[src/rtl/button_event_classifier.sv]
// button_event_classifier
// Classifies gestures on a clean, debounced button level into short, long and
// double presses. Each classification is a registered single-cycle pulse;
// `held` and `busy` are registered levels derived from the next state.

module button_event_classifier #(
  parameter int CNT_W = 18
) (
  input  logic             clk,
  input  logic             reset,
  input  logic             debounced,
  input  logic [CNT_W-1:0] long_value,
  input  logic [CNT_W-1:0] gap_value,
  output logic             short_press,
  output logic             long_press,
  output logic             double_press,
  output logic             held,
  output logic             busy
);

  typedef enum logic [2:0] {
    IDLE   = 3'd0,
    PRESS1 = 3'd1,
    LONG   = 3'd2,
    WAIT2  = 3'd3,
    PRESS2 = 3'd4
  } state_t;

  localparam logic [CNT_W-1:0] CNT_MAX = '1;
  localparam logic [CNT_W-1:0] CNT_ONE = CNT_W'(1);

  // Saturating increment: the counter sticks at all-ones instead of wrapping.
  function automatic logic [CNT_W-1:0] sat_inc(input logic [CNT_W-1:0] v);
    return (v == CNT_MAX) ? v : v + CNT_ONE;
  endfunction

  // Last count value of a long hold; a threshold of 0 behaves like 1.
  function automatic logic [CNT_W-1:0] long_limit(input logic [CNT_W-1:0] v);
    return (v == '0) ? '0 : v - CNT_ONE;
  endfunction

  // Last count value of the release gap. A zero gap never reaches WAIT2 from
  // PRESS1; if it is changed to 0 mid-gap the wrapped limit equals the
  // saturation value, which exits WAIT2 anyway.
  function automatic logic [CNT_W-1:0] gap_limit(input logic [CNT_W-1:0] v);
    return v - CNT_ONE;
  endfunction

  state_t           state, state_n;
  logic [CNT_W-1:0] cnt, cnt_n;
  logic             prev;
  logic             short_n, long_n, double_n;
  logic             rise, fall;

  assign rise = debounced & ~prev;
  assign fall = ~debounced & prev;

  // State, counter, edge-history and output registers. `prev` resets high so
  // a button already down when reset releases must be let go before it counts.
  always_ff @(posedge clk or posedge reset) begin
    if (reset) begin
      state        <= IDLE;
      cnt          <= '0;
      prev         <= 1'b1;
      short_press  <= 1'b0;
      long_press   <= 1'b0;
      double_press <= 1'b0;
      held         <= 1'b0;
      busy         <= 1'b0;
    end else begin
      state        <= state_n;
      cnt          <= cnt_n;
      prev         <= debounced;
      short_press  <= short_n;
      long_press   <= long_n;
      double_press <= double_n;
      held         <= (state_n == LONG);
      busy         <= (state_n != IDLE);
    end
  end

  // Next-state, counter and pulse decode. Edge events take priority over
  // threshold matches in every state.
  always_comb begin
    state_n  = state;
    cnt_n    = cnt;
    short_n  = 1'b0;
    long_n   = 1'b0;
    double_n = 1'b0;

    unique case (state)
      IDLE: begin
        if (rise) begin
          state_n = PRESS1;
          cnt_n   = '0;
        end
      end

      PRESS1: begin
        if (fall) begin
          cnt_n = '0;
          if (gap_value == '0) begin
            state_n = IDLE;
            short_n = 1'b1;
          end else begin
            state_n = WAIT2;
          end
        end else if (debounced && (cnt == long_limit(long_value))) begin
          state_n = LONG;
          long_n  = 1'b1;
        end else begin
          cnt_n = sat_inc(cnt);
        end
      end

      LONG: begin
        if (fall) begin
          state_n = IDLE;
        end
      end

      WAIT2: begin
        if (rise) begin
          state_n = PRESS2;
        end else if ((cnt == gap_limit(gap_value)) || (cnt == CNT_MAX)) begin
          state_n = IDLE;
          short_n = 1'b1;
        end else begin
          cnt_n = sat_inc(cnt);
        end
      end

      PRESS2: begin
        if (fall) begin
          state_n  = IDLE;
          double_n = 1'b1;
        end
      end

      default: begin
        state_n = IDLE;
        cnt_n   = '0;
      end
    endcase
  end

endmodule

[config.mk]
export PLATFORM = sky130hd
export DESIGN_NAME = button_event_classifier
export DESIGN_NICKNAME = d
export VERILOG_FILES = /design/src/rtl/button_event_classifier.sv
export SDC_FILE = /design/constraint.sdc
export NUM_CORES = 1
export LEC_CHECK = 0
export BUFFER_PORTS_ARGS = -buffer_cell sky130_fd_sc_hd__clkbuf_2
export CAP_MARGIN = 20
export CELL_PAD_IN_SITES_DETAIL_PLACEMENT = 2
export CELL_PAD_IN_SITES_GLOBAL_PLACEMENT = 2
export CORE_ASPECT_RATIO = 1.5
export CORE_UTILIZATION = 34
export CTS_CLUSTER_DIAMETER = 40
export DETAILED_ROUTE_END_ITERATION = 12
export GPL_TIMING_DRIVEN = 0
export PLACE_DENSITY = 0.84
export SKIP_CTS_REPAIR_TIMING = 1
export SLEW_MARGIN = 10
export SYNTH_ARGS = -nofsm -noshare
export SYNTH_HDL_FRONTEND = slang
export SYNTH_SLANG_ARGS = --single-unit
export TNS_END_PERCENT = 5
[constraint.sdc]
create_clock -name clk -period 3.7 [get_ports clk]
set_clock_uncertainty 0.15 [all_clocks]
set_input_delay 0.37 -clock clk [delete_from_list [all_inputs] [get_ports clk]]
set_output_delay 0.37 -clock clk [all_outputs]
set_load 0.005 [all_outputs]
Word-level counts from Yosys, hierarchy flattened
Index checks and enable logic that the tools add are counted.
- register bits after elaboration: 27
- input bits: 39
- output and inout bits: 5
- add/sub/neg operators: 3
- equality and inequality tests: 12
- mux-type cells: 26
- bitwise operators: 5
- reductions and logical operators: 8
- operators by type and width (kind ; count):
    $mux W18 ; 7
    $pmux W18 S4 ; 1
    $eq A18 B18 Y1 ; 2
    $logic_not A18 Y1 ; 2
    $sub A18 B1 Y18 const B ; 2
    $add A18 B1 Y18 const B ; 1
    $eq A18 B18 Y1 const B ; 1
    $mux W3 ; 6
    $pmux W3 S4 ; 1
    $eq A3 B2 Y1 const B ; 3
    $mux W1 ; 9
    $ne A2 B2 Y1 const B ; 3
    $reduce_and A5 Y1 ; 1
    $eq A3 B1 Y1 const B ; 1
    $eq A3 B3 Y1 const B ; 1
    $logic_not A3 Y1 ; 1
    $ne A3 B3 Y1 const B ; 1
    $not A1 Y1 ; 3
    $reduce_bool A3 Y1 ; 1
    $and A1 B1 Y1 ; 2
    $mux W2 ; 1
    $pmux W1 S2 ; 1
    $reduce_or A2 Y1 ; 1
    $logic_and A1 B1 Y1 ; 1
    $logic_or A1 B1 Y1 ; 1

Longest topological paths before layout
- depth in word-level cells: 8
- depth in mapped cells: 15
- depth with buffers taken out: 12

Least setup slack after synthesis
No wires, ideal clock.
- path type: input to register
- start: in long_value[0]
- end: reg cnt[13]
- setup time: 0.078 ns
- arrival: 3.249 ns
- slack: 0.223 ns
- stages: 14
- buffers on the path: 2
- cells stage by stage: inv_1 > ha_1 > or4b_1 > clkbuf_1 > nor4_1 > mux2i_1 > xnor2_1 > a2111oi_0 > nand4_1 > and4b_4 > or2_1 > buf_6 > or4_1 > a21oi_1
- cells in the longest elaborated chain, start to end: 6
- elaborated cells between the ends (all ways): 7
- classes of those cells: add/sub (1); eq/ne (2); mux (1); reduce/logical (3)
- RTL lines (item ; RTL line ; text):
    from (decl) ; 12 ; input logic [CNT_W-1:0] long_value,
    $sub A18 B1 Y18 or $logic_not A18 Y1 (tied branches) ; 39 ; return (v == '0) ? '0 : v - CNT_ONE;
    $mux W18 (*) ; 39 ;
    $eq A18 B18 Y1 (*) ; 108 ; end else if (debounced && (cnt == long_limit(long_value))) begin
    $logic_and A1 B1 Y1 (*) ; 108 ;
    $ne A3 B3 Y1 (no source line) (*) ; - ;
    $reduce_and A5 Y1 (no source line) (*) ; - ;
    to (signal assigned) ; 72 ; cnt <= cnt_n;
    to (decl) ; 50 ; logic [CNT_W-1:0] cnt, cnt_n;
Mark *: on every way between the ends. The rest lies on a longest branch, timed or not.
A chain may end at the register's enable or synchronous reset.

Final worst setup path
- start: in long_value[1]
- end: reg cnt[10]
Same word-level chain as after synthesis.

==> results.yml <==
power_and_ir_drop:
  ir_drop_uv: 289
  p_total_mw: 1.16
  comb_power_share_pct: 47.0
  p_int_uw: 668
  clkPwrFrac_pct: 22.1
  p_switching_uw: 488
  power_density_nw_per_um2: 327
  leakage_nw: 1.30
  power_switching_share_pct: 42.2
  p_seq_share_pct: 30.9
floorplanning:
  io_pins: 44
  core_sq_um: 8460
  fp.dieH_um: 117
  start_util_pct: 35.3
  die_area_sq_um: 9170
  placementRows: 41
  die_w_um: 78.5
cts:
  cts_buffers: 3
  path_clk_slew_ps: 70
  htree_levels: 1
  clkLatencyLatePin_ps: 270
  cts.sinks: 27
  clockRootBuffer: "clkbuf_16"
  clk_path_buf_depth: 2
  cts_tree: "done"
worst_setup_path:
  cp.arrival_ps: 3670
  r2r_start: "cnt[3]"
  reg2reg_to: "cnt[5]"
  cp.required_ps: 3730
  startpoint_type: "input pin"
  r2r_cells: 13
  path_class: "input pin to register"
  endpoint_kind: "register"
  crit_path_max_fanout: 10
  reg2reg_slack_ps: 240
timing:
  finalHoldViolations: 0
  period_share_pct: 98.4
  worstMarginPinSlew_ps: 800
  finalSetupViolations: 0
  max_slew_margin_pct: 46.2
  fin_crit_ps: 3640
  slew_viol_final: 0
  tns_ps: 0
  max_freq_mhz: 275
synth:
  synth_flop_cell: "dfrtp_1"
  syn_avg_cell_area_sq_um: 7.73
  ys_seq_area_share_pct: 22.7
  synth_most_common_cell: "dfrtp_1"
  syn_nets: 428
  ys_types: 70
  synth_area_sq_um: 2990
  synth_top_area_share_pct: 21.8
  syn_inst: 386
  yosysWarnings: 0
  synth-seq-cells: 27
  netlist_top_cells_count: "26 x dfrtp_1, 24 x nand2_1, 24 x xnor2_1, 21 x nor2_1, 21 x nor3_1"
  yosys.area.top_type: "dfrtp_1"
  synthTopCellsByArea: "dfrtp_1 22%, xnor2_1 7.0%, xor2_1 3.8%"
  synthArstFlopShare_pct: 100
  synth-edff-count: 0
detailed_routing:
  route.detailed.drc: 0
  drt_first_pass_iters: 4
  avgViaCountPerCell: 6.27
  maxUsedRoutingLayer: "met4"
  wl_met3_um: 236
  wl_met2_um: 6720
  wl_met1_um: 4810
  drt_iter0_drc: 65
  vias: 3391
  wire_per_inst_um: 23.0
  drtAntennaViolNets: 0
  wl_um: 12400
grt:
  grt_pass1_wl_um: 19100
  antenna_found_initial: 0
  grt_start_max_net_pins: 28
  grt_pass1_vias: 3616
  grtUsageTotal_pct: 27.4
  grt_overflow_total: 0
finish:
  fin_util_pct: 41.8
  final.fill_count: 1031
  instances_no_fill: 541
  drive_above_1_share_pct: 18.2
  syn_to_final_growth_pct: 18.4
  layout.nets: 477
  n_antenna_cell: 0
status:
  status: "finished, final reports clean"
min_path:
  hold_path_depth: 1
  hp-start: "debounced"
  min_to: "prev"
  hold_class: "input pin to register"
placed_design:
  dp_hpwl_um: 9490
  place_congestion: 0.875
  io_buffers: 43
  dp_cells: 537
job:
  max_cap_violations: 0
==> layout by cell type, fill, tap and decap left out, types with 7 or more instances in the layout <==
cell / synthesis / final
o31ai_1: 7 / 7
o21ai_0: 18 / 17
nor3b_1: 7 / 7
nand4_1: 17 / 17
nor4_1: 13 / 8
nand2_1: 24 / 24
clkbuf_2: 0 / 43
or4_1: 12 / 12
xnor2_1: 24 / 24
a21oi_1: 20 / 20
xor2_1: 13 / 13
dfrtp_1: 26 / 26
clkbuf_1: 18 / 17
inv_1: 12 / 10
nand2b_1: 11 / 11
nor2_1: 21 / 21
or3_1: 12 / 12
nor3_1: 21 / 21
nand3_1: 12 / 11
==> per-stage QoR <==
stage | area [sq um] | setup slack (ps) | hold slack (ps)
2_1_floorplan | 2990 | 223 | 224
3_3_place_gp | 3330 | -579 | 382
3_5_place_dp | 3340 | -694 | 386
4_1_cts | 3420 | -506 | 108
5_1_grt | 3530 | -21.7 | 117
6_report | 3530 | 58.8 | 109
==> flip-flops by register name, indices dropped and copies added (netlist names) <==
name,count
state,3
double_press,1
busy,1
cnt,18
long_press,1
short_press,1
held,1
prev,1
==> power groups by stage <==
stage	clock, mW	combinational (mW)	sequential (mW)
5_1_grt	0.269	0.588	0.360
4_1_cts	0.260	0.520	0.356
3_5_place_dp	0	0.511	0.362
6_report	0.256	0.544	0.357
2_1_floorplan	0	0.331	0.349
3_3_place_gp	0	0.487	0.362
==> layout make-up <==
type / instances / area [sq um] / share of cell area [%]
Inverter: 12 / 45.0 / 1.27
Multi-Input combinational cell: 324 / 2260 / 63.9
Sequential cell: 27 / 677 / 19.2
Timing Repair Buffer: 46 / 245 / 6.94
Clock buffer: 4 / 78.8 / 2.23
Buffer: 21 / 95.1 / 2.69
Tap cell: 107 / 134 / 3.79
==> worst max path at each step <==
stage	from	end	slack (ps)	cells past startpoint
floorplan	long_value[0]	cnt[13]	220	14
global placement	long_value[0]	cnt[10]	-580	16
detailed placement	long_value[0]	cnt[5]	-690	16
CTS	long_value[0]	cnt[10]	-510	16
global route	long_value[0]	cnt[5]	-20	15
finish	long_value[1]	cnt[10]	60	14
==> worst max-delay path: stages <==
cell       delay (ps)
clkbuf_2          130
inv_1             100
ha_4              190
or4b_4            550
nor4_4            250
mux2i_1           300
xnor2_1           200
a2111oi_2          80
nand4_1           150
and4b_4           240
or2_1             250
buf_6             150
or4_1             560
o21ai_1           140
==> cells by family after synthesis <==
| logic type | after synthesis | synth area share, % |
|---|---|---|
| AOI/OAI and AO/OA | 93 | 21.5 |
| xor gates and xnor gates | 37 | 10.9 |
| adders and majority gates | 3 | 1.26 |
| buffers and inverters | 35 | 4.74 |
| DFF | 27 | 22.7 |
| muxes | 4 | 1.34 |
| and+or+nand+nor | 187 | 37.6 |
==> routing by layer <==
metal / vias up / track usage (%)
met5: - / 0
met4: 0 / 14.7
met3: 38 / 1.88
met2: 70 / 53.9
met1: 1706 / 28.3
li1: 1577 / -
(Power assumes the default switching activity.)
